`config.mk`:
```
export PLATFORM = sky130hd
export DESIGN_NAME = serial_frame_tx_flat
export DESIGN_NICKNAME = d
export VERILOG_FILES = /design/src/rtl/sft_pkg.sv /design/src/rtl/sft_if.sv /design/src/rtl/bit_timer.sv /design/src/rtl/serial_frame_tx.sv /design/src/flat_wrapper.sv
export SDC_FILE = /design/constraint.sdc
export NUM_CORES = 1
export LEC_CHECK = 0
export CAP_MARGIN = 20
export CORE_UTILIZATION = 30
export CTS_CLUSTER_SIZE = 25
export DETAILED_ROUTE_END_ITERATION = 10
export PLACE_DENSITY = 0.55
export SYNTH_ARGS = -nofsm -noshare
export SYNTH_HDL_FRONTEND = slang
export SYNTH_SLANG_ARGS = --single-unit
```
`constraint.sdc`:
```
create_clock -name clk -period 5.3 [get_ports clk]
set_input_delay 0.795 -clock clk [delete_from_list [all_inputs] [get_ports clk]]
set_output_delay 0.795 -clock clk [all_outputs]
set_load 0.05 [all_outputs]
```
`src/rtl/sft_pkg.sv`:
```
// rtl/sft_pkg.sv - shared definitions for the serial frame transmitter
// Purpose: field widths, line levels and FSM state encoding shared by the
//          transmitter top, its bit timer and its bus interface.
// Ports:   none (package)
package sft_pkg;

  localparam int ADDR_W  = 2;
  localparam int CNT_W   = 4;
  localparam int DATA_W  = 16;

  // Index widths used to select one bit of the port/count fields
  localparam int ADDR_IW = $clog2(ADDR_W);
  localparam int CNT_IW  = $clog2(CNT_W);

  localparam logic IDLE_LEVEL  = 1'b1;
  localparam logic START_LEVEL = 1'b0;

  typedef enum logic [2:0] {
    IDLE,
    START,
    PORT,
    CNT,
    DATA
  } state_e;

endpackage

```
`src/rtl/sft_if.sv`:
```
// rtl/sft_if.sv - request/line bundle between frame source and transmitter
// Purpose: groups the clock enable, frame request fields and transmitter outputs.
// Ports:   master drives clkEn/start/port_sel/count/data and observes SerOut/busy/done;
//          slave (the transmitter) is the mirror image.
interface sft_if;
  import sft_pkg::*;

  logic              clkEn;
  logic              start;
  logic [ADDR_W-1:0] port_sel;
  logic [CNT_W-1:0]  count;
  logic [DATA_W-1:0] data;
  logic              SerOut;
  logic              busy;
  logic              done;

  modport master (
    output clkEn, start, port_sel, count, data,
    input  SerOut, busy, done
  );

  modport slave (
    input  clkEn, start, port_sel, count, data,
    output SerOut, busy, done
  );

endinterface

```
`src/rtl/bit_timer.sv`:
```
// rtl/bit_timer.sv - bit period tick counter
// Purpose: counts enabled clock edges 0..BIT_TICKS-1 and flags the last one.
// Ports:   clk, rst (sync, active high); clr restarts the period;
//          en advances the count; bit_end is high on the edge that ends a period.
module bit_timer #(
  parameter int BIT_TICKS = 1
) (
  input  logic clk,
  input  logic rst,
  input  logic clr,
  input  logic en,
  output logic bit_end
);

  localparam int TICK_W = (BIT_TICKS > 1) ? $clog2(BIT_TICKS) : 1;
  localparam logic [TICK_W-1:0] LAST = TICK_W'(BIT_TICKS - 1);

  logic [TICK_W-1:0] tick_q, tick_d;

  assign bit_end = en && (tick_q == LAST);

  always_comb begin
    tick_d = tick_q;
    if (clr) begin
      tick_d = '0;
    end else if (en) begin
      tick_d = bit_end ? '0 : tick_q + 1'b1;
    end
  end

  always_ff @(posedge clk) begin
    if (rst) begin
      tick_q <= '0;
    end else begin
      tick_q <= tick_d;
    end
  end

endmodule

```
`src/rtl/serial_frame_tx.sv`:
```
// rtl/serial_frame_tx.sv - serial frame transmitter (start | port | count | payload)
// Purpose: latches a frame request and shifts it out MSB first, one bit per
//          BIT_TICKS enabled clocks; line idles high.
// Ports:   clk, rst (sync, active high); bus (sft_if.slave): clkEn, start,
//          port_sel, count, data in; SerOut, busy, done out (all registered).
module serial_frame_tx
  import sft_pkg::*;
#(
  parameter int BIT_TICKS = 1
) (
  input  logic clk,
  input  logic rst,
  sft_if.slave bus
);

  state_e            state_q, state_d;
  logic [ADDR_W-1:0] port_q, port_d;
  logic [CNT_W-1:0]  cnt_q, cnt_d;
  logic [DATA_W-1:0] data_q, data_d;
  logic [CNT_W-1:0]  idx_q, idx_d;
  logic              ser_q, ser_d;
  logic              busy_q, busy_d;
  logic              done_q, done_d;

  logic              accept;
  logic              timer_en;
  logic              bit_end;
  logic              last_idx;
  logic [CNT_W-1:0]  idx_m1;

  assign accept   = (state_q == IDLE) && bus.clkEn && bus.start;
  assign timer_en = bus.clkEn && (state_q != IDLE);
  assign last_idx = (idx_q == '0);
  assign idx_m1   = idx_q - 1'b1;

  bit_timer #(.BIT_TICKS(BIT_TICKS)) u_bit_timer (
    .clk     (clk),
    .rst     (rst),
    .clr     (accept),
    .en      (timer_en),
    .bit_end (bit_end)
  );

  // The next line bit is loaded at the edge that ends the current bit, so
  // SerOut always comes straight from a flop.
  always_comb begin
    state_d = state_q;
    port_d  = port_q;
    cnt_d   = cnt_q;
    data_d  = data_q;
    idx_d   = idx_q;
    ser_d   = ser_q;
    busy_d  = busy_q;
    done_d  = 1'b0;

    unique case (state_q)
      IDLE: begin
        if (accept) begin
          port_d  = bus.port_sel;
          cnt_d   = bus.count;
          data_d  = bus.data;
          state_d = START;
          ser_d   = START_LEVEL;
          busy_d  = 1'b1;
        end
      end
      START: begin
        if (bit_end) begin
          state_d = PORT;
          idx_d   = CNT_W'(ADDR_W - 1);
          ser_d   = port_q[ADDR_W-1];
        end
      end
      PORT: begin
        if (bit_end) begin
          if (last_idx) begin
            state_d = CNT;
            idx_d   = CNT_W'(CNT_W - 1);
            ser_d   = cnt_q[CNT_W-1];
          end else begin
            idx_d = idx_m1;
            ser_d = port_q[idx_m1[ADDR_IW-1:0]];
          end
        end
      end
      CNT: begin
        if (bit_end) begin
          if (last_idx) begin
            state_d = DATA;
            idx_d   = cnt_q;
            ser_d   = data_q[cnt_q];
          end else begin
            idx_d = idx_m1;
            ser_d = cnt_q[idx_m1[CNT_IW-1:0]];
          end
        end
      end
      DATA: begin
        if (bit_end) begin
          if (last_idx) begin
            state_d = IDLE;
            ser_d   = IDLE_LEVEL;
            busy_d  = 1'b0;
            done_d  = 1'b1;
          end else begin
            idx_d = idx_m1;
            ser_d = data_q[idx_m1];
          end
        end
      end
      default: begin
        state_d = IDLE;
        ser_d   = IDLE_LEVEL;
        busy_d  = 1'b0;
      end
    endcase
  end

  always_ff @(posedge clk) begin
    if (rst) begin
      state_q <= IDLE;
      port_q  <= '0;
      cnt_q   <= '0;
      data_q  <= '0;
      idx_q   <= '0;
      ser_q   <= IDLE_LEVEL;
      busy_q  <= 1'b0;
      done_q  <= 1'b0;
    end else begin
      state_q <= state_d;
      port_q  <= port_d;
      cnt_q   <= cnt_d;
      data_q  <= data_d;
      idx_q   <= idx_d;
      ser_q   <= ser_d;
      busy_q  <= busy_d;
      done_q  <= done_d;
    end
  end

  assign bus.SerOut = ser_q;
  assign bus.busy   = busy_q;
  assign bus.done   = done_q;

endmodule
```
`src/flat_wrapper.sv`:
```
// flat-port wrapper written by rule: the top's interface ports become plain ports
module serial_frame_tx_flat import sft_pkg::*;
#(
  parameter int BIT_TICKS = 1
)
  (clk, rst, bus_clkEn, bus_start, bus_port_sel, bus_count, bus_data, bus_SerOut, bus_busy, bus_done);
  sft_if bus_i ();
  input  logic clk;
  input  logic rst;
  input wire logic [$bits(bus_i.clkEn)-1:0] bus_clkEn;
  input wire logic [$bits(bus_i.start)-1:0] bus_start;
  input wire logic [$bits(bus_i.port_sel)-1:0] bus_port_sel;
  input wire logic [$bits(bus_i.count)-1:0] bus_count;
  input wire logic [$bits(bus_i.data)-1:0] bus_data;
  output wire logic [$bits(bus_i.SerOut)-1:0] bus_SerOut;
  output wire logic [$bits(bus_i.busy)-1:0] bus_busy;
  output wire logic [$bits(bus_i.done)-1:0] bus_done;
  assign bus_i.clkEn = bus_clkEn;
  assign bus_i.start = bus_start;
  assign bus_i.port_sel = bus_port_sel;
  assign bus_i.count = bus_count;
  assign bus_i.data = bus_data;
  assign bus_SerOut = bus_i.SerOut;
  assign bus_busy = bus_i.busy;
  assign bus_done = bus_i.done;
  serial_frame_tx #(.BIT_TICKS(BIT_TICKS)) u_core (.clk(clk), .rst(rst), .bus(bus_i));
endmodule
```
**After elaboration in Yosys (flattened, before gate mapping)**

Cells that the tools add are included.

- Memories: 0
- Memory bits (read-only): 0
- Register bits: 33
- Memory bits (writable): 0
- Word-level logic and storage cells: 88
- Input port bits: 26
- Output and inout port bits: 3
- Latch bits: 0

- Bitwise gates (word level): 4
- Shifts and indexed selects: 0
- Equal/unequal tests: 13
- Order comparisons: 4
- Multiplexer cells: 40
- Reduce and logical (&&, ||, !) cells: 16
- $mul: 0
- Divide/modulo/power cells: 0
- Add/sub/neg operators: 2

Operators with widths:

| operator | count |
|---|---|
| $mux 4 | 7 |
| $mux 3 | 8 |
| $mux 1 | 18 |
| $pmux 4 s4 | 1 |
| $pmux 3 s5 | 1 |
| $lt 4x5->1 const B | 2 |
| $ne 2x2->1 const B | 5 |
| $bmux 1 s4 | 2 |
| $ne 2x1->1 const B | 4 |
| $reduce_and 8->1 | 1 |
| $eq 3x2->1 const B | 2 |
| $reduce_and 6->1 | 1 |
| $reduce_or 3->1 | 2 |
| $pmux 1 s5 | 1 |
| $reduce_and 5->1 | 1 |
| $logic_and 1x1->1 | 4 |
| $logic_not 4->1 | 1 |
| $not 1->1 | 4 |
| $reduce_and 4->1 | 1 |
| $reduce_bool 4->1 | 1 |
| $sub 4x1->4 const B | 1 |
| $eq 3x1->1 const B | 1 |
| $eq 3x3->1 const B | 1 |
| $logic_not 3->1 | 1 |
| other kinds (8) | 8 |

**Longest topological paths before layout**

- Word-level depth: 6
- Gate-level depth with buffers: 9
- Gate-level depth less buffers: 7

**Cells and area by module**

From an unflattened synthesis, not the netlist that was laid out.

- Cells, all modules: 238
- Area total of the unflattened synthesis: 1889.3 sq um

Modules (own cells, without submodules):

| module | times used | area an instance (sq um) | cells an instance | seq. area each (sq um) |
|---|---|---|---|---|
| serial_frame_tx | 1 | 1848.0 | 235 | 640.6 |
| bit_timer | 1 | 41.3 | 3 | 20.0 |

**Least setup slack after synthesis**

OpenSTA, ideal clock, no wires.

- Path kind: register to register
- Start: register u_core.idx_q[0]
- End: register u_core.ser_q, in the netlist u_core.bus.SerOut
- Arrival: 1.964 ns
- Setup slack: 3.214 ns
- Stages on the path, launching flop included: 9
- Library setup time: 0.122 ns
- Clock period less this slack: 2.086 ns
- Path buffers: 2
- Data required time: 5.178 ns
- Cell sequence: dfxtp_1 > buf_6 > inv_1 > ha_1 > clkbuf_1 > mux4_2 > mux4_2 > o21ai_1 > a31oi_1

- Cells in the longest elaborated chain, start to end: 6
- Elaborated cells between the ends (all ways): 15
- Those cells by class: add/sub: 1; mux: 13; reduce/logical: 1

Ends and longest elaborated chain:

| element | line | RTL |
|---|---|---|
| from (decl) | serial_frame_tx.sv:20 | `logic [CNT_W-1:0] idx_q, idx_d;` |
| from (signal assigned) | serial_frame_tx.sv:134 | `idx_q <= idx_d;` |
| $sub 4x1->4 | serial_frame_tx.sv:34 | `assign idx_m1 = idx_q - 1'b1;` |
| $bmux 1 s4, or another cell as far along | serial_frame_tx.sv:107 | `ser_d = data_q[idx_m1];` |
| $mux 1, on equally long branches | serial_frame_tx.sv:107, serial_frame_tx.sv:82, serial_frame_tx.sv:94 |  |
| $mux 1, on equally long branches | serial_frame_tx.sv:100, serial_frame_tx.sv:76, serial_frame_tx.sv:88 |  |
| $mux 1, on equally long branches | serial_frame_tx.sv:99, serial_frame_tx.sv:75, serial_frame_tx.sv:87 |  |
| $pmux 1 s5 * | serial_frame_tx.sv:56 | `unique case (state_q)` |
| to (signal assigned) | serial_frame_tx.sv:135 | `ser_q <= ser_d;` |
| to (decl) | serial_frame_tx.sv:21 | `logic ser_q, ser_d;` |

Mark *: on every way between the ends. The rest lies on a longest branch, timed or not. The select of a mux whose other input is x is not followed.
A chain may end at the register's enable or synchronous reset.

**Worst setup path in the final report**

Same ends and word-level chain as after synthesis.

==> results.toml <==
[worst_hold_path]
hold_path_class = "reg -> reg"
min_path_cells = 2
min-delay-start = "u_core.data_q[7]"
hold_path_end = "u_core.data_q[7]"

[logic_synthesis]
ys.flop_type = "dfxtp_1"
synth_nets = 245
synth_seq_cells = 33
synth_area_leaders = "dfxtp_1 37%, nand2_1 11%, a21oi_1 8.3%"
synth_top_family_by_area = "simple AND/OR/NAND/NOR gates"
synth-xor-area-share = 0.009682
synth-simple-area-share = 0.2109
yosysTopAreaCell = "dfxtp_1"
avgSynthCellArea_um2 = 8.337
synth_area_um2 = 1809
synth.area.mux_share = 0.1660
synth-compound-area-share = 0.1743
synthAdderAreaFrac = 0.01383
ys_types = 38
async_reset_ff_frac = 0
synth_seq_area_share = 0.3651
synth_edf_count = 0
synth_cells = 217
synthDominantCellAreaShare = 0.3651
yosysWarnings = 0

[timing]
tightest_slew_ps = 866.8
period_needed_ps = 2374
fmax_mhz = 421.2
setup_tns_ps = 0
period_share = 0.4480
setup_viol = 0
max_slew_margin = 0.4205
skew_ps = 7.700
hold_viol_final = 0
drv_slew = 0
rsz0062_at_grt = "no"

[grt]
grt-busiest-layer = "met2"
antenna_found_initial = 0
grt_pass1_wl_mm = 7.065
grt_pass1_vias = 1461
grt_max_degree = 35
met3_usage = 0.03200
grt_overflow_total = 0
grt_util_met1 = 0.1970
met2_usage = 0.2197
grt_usage = 0.1442

[cts]
cts_tree = "built"
clockRootBuffer = "clkbuf_8"
cts_resized = 0
htreeDepth = 2
cts_setup_buffers = 0
cts_sinks = 33
cts-hold-fix-buffers = 0
clock_latency_ps = 290
numCtsBuffers = 5
cts_max_path_buffers = 2
clkTransAtPathRegs_ps = 70

[power]
p_per_area_nw_per_um2 = 457.6
clkPwrFrac = 0.245
power_frac_seq = 0.347
power_frac_comb = 0.408
internal-power_uw = 623.5
ir_worst_vdd_mv = 0.1552
p_sw_uw = 395.0
p_leak_nw = 0.7847
report.power.total_mw = 1.019
swShare = 0.3878

[placement]
portBuffers = 28
hpwl_mm = 2.925
placed_area_um2 = 2101
place.gp.congestion = 0.7950

[drt]
antenna_left = 0
initialDrtViolationCount = 145
num_vias = 1570
vias_per_cell = 5.097
dr.pass1.iters = 4
wl_per_cell_um = 13.48
routed_wl_mm = 4.151
drc = 0

[floorplan]
dieArea_um2 = 6346
coreArea_um2 = 5675
start_util = 0.3188
rows = 27
die_h_um = 79.66
design.portCount = 29
die_w_um = 79.66

[critical_path]
r2r_cells = 6
r2r_end = "u_core.bus.SerOut"
slowest_stage = "dfxtp_1"
crit_chain = "inv_1 > ha_1 > mux4_2 > mux4_2 > o21ai_1 > a31oi_1"
end_kind = "register"
path_common_cell = "mux4_2"
path_class = "reg -> reg"
reg2reg_from = "u_core.idx_q[0]"
cp.required_ps = 5480
critPathLaunchType = "register"
slowest_delay_ps = 590
critPathArrivalTime_ps = 2550
reg2reg_setup_slack_ps = 2930
critPathMaxFanout = 10

[outcome]
status = "finished clean"

[layout]
fin_util = 0.3922
final_cell_mix = "55 x nand2_1, 33 x dfxtp_1, 30 x a21oi_1, 28 x clkdlybuf4s50_1, 7 x o21ai_0"
fin_area_um2 = 2226
final_common_cell = "nand2_1"
area_growth_syn_to_layout_pct = 23.03
fillerInstances = 617
antenna-diode-count = 0
finalNetCount = 263
drive_above_1_share = 0.08051

[job]
drv_cap = 0
sequential cells by signal (all words and copies together), names as in the netlist:
| signal | cells |
|---|---|
| u_core.state_q | 3 |
| u_core.cnt_q | 4 |
| u_core.bus.SerOut | 1 |
| u_core.idx_q | 4 |
| u_core.data_q | 16 |
| u_core.bus.busy | 1 |
| u_core.port_q | 2 |
| u_core.bus.done | 1 |
| u_core.u_bit_timer.tick_q | 1 |
stage by stage:
| stage | std cells | hold slack (ps) | setup slack, ps |
|---|---|---|---|
| after detailed placement | 299 | 460.1 | 2723 |
| after CTS | 307 | 471.0 | 2837 |
| after global routing | 308 | 495.1 | 2766 |
| after global placement | 299 | 454.9 | 2755 |
| final | 308 | 469.6 | 2926 |
| after floorplan | 217 | 436.0 | 3214 |
worst max-delay path by stage:
stage / cells after the start / endpoint / startpoint / slack [ps]
after floorplan: 8 / u_core.bus.SerOut / u_core.idx_q[0] / 3210
after global placement: 4 / u_core.data_q[14] / bus_clkEn / 2750
after global routing: 6 / u_core.bus.SerOut / u_core.idx_q[0] / 2770
after CTS: 7 / u_core.state_q[2] / u_core.idx_q[0] / 2840
final: 6 / u_core.bus.SerOut / u_core.idx_q[0] / 2930
after detailed placement: 4 / u_core.data_q[10] / bus_clkEn / 2720
cells by family after synthesis:
group / after synthesis
fa+ha+maj: 2
xor+xnor: 2
flops: 33
buf+inv: 25
compound gates: 54
mux: 16
simple gates: 85
cells in the mapped netlist (2+ instances only):
cell type,count
buf_1,3
mux4_2,6
inv_1,6
mux4_1,4
o21ai_0,7
nand3_1,4
a311oi_1,2
nor2_1,6
ha_1,2
a21oi_1,30
nand4_1,2
a211oi_1,4
a21o_1,3
mux2i_1,6
dfxtp_1,33
nor2b_1,2
nor3b_1,3
clkbuf_1,9
and3_1,2
a31oi_1,2
buf_2,6
xnor2_1,2
nand2_1,55
nor3_1,4
critical path: cells and delay by family (launching register included):
family,cells,cell delay (ps)
multiplexers,2,830
adder cells (fa/ha/maj),1,480
buffers and inverters,1,150
flip-flops,1,590
AO/OA/AOI/OAI,2,220
final cells by class:
cell class | count | area (um^2) | share of cell area
Multi-Input combinational cell | 159 | 1040 | 0.4671
Tap cell | 72 | 90.09 | 0.04047
Clock inverter | 2 | 37.54 | 0.01686
Inverter | 6 | 22.52 | 0.01012
Sequential cell | 33 | 660.6 | 0.2968
Timing Repair Buffer | 30 | 292.8 | 0.1315
Clock buffer | 6 | 82.58 | 0.03710
power by group through the flow:
stage | Sequential (mW) | Clock (mW) | Combinational [mW]
finish | 0.354 | 0.249 | 0.415
global route | 0.364 | 0.267 | 0.464
floorplan | 0.337 | 0 | 0.345
CTS | 0.354 | 0.256 | 0.411
global placement | 0.360 | 0 | 0.410
detailed placement | 0.359 | 0 | 0.410
layer usage:
layer	vias to the layer above	wire length, um
li1	809	-
met1	726	2081
met2	28	1852
met3	7	152
met4	0	64
met5	-	0
(Power assumes the default switching activity.)
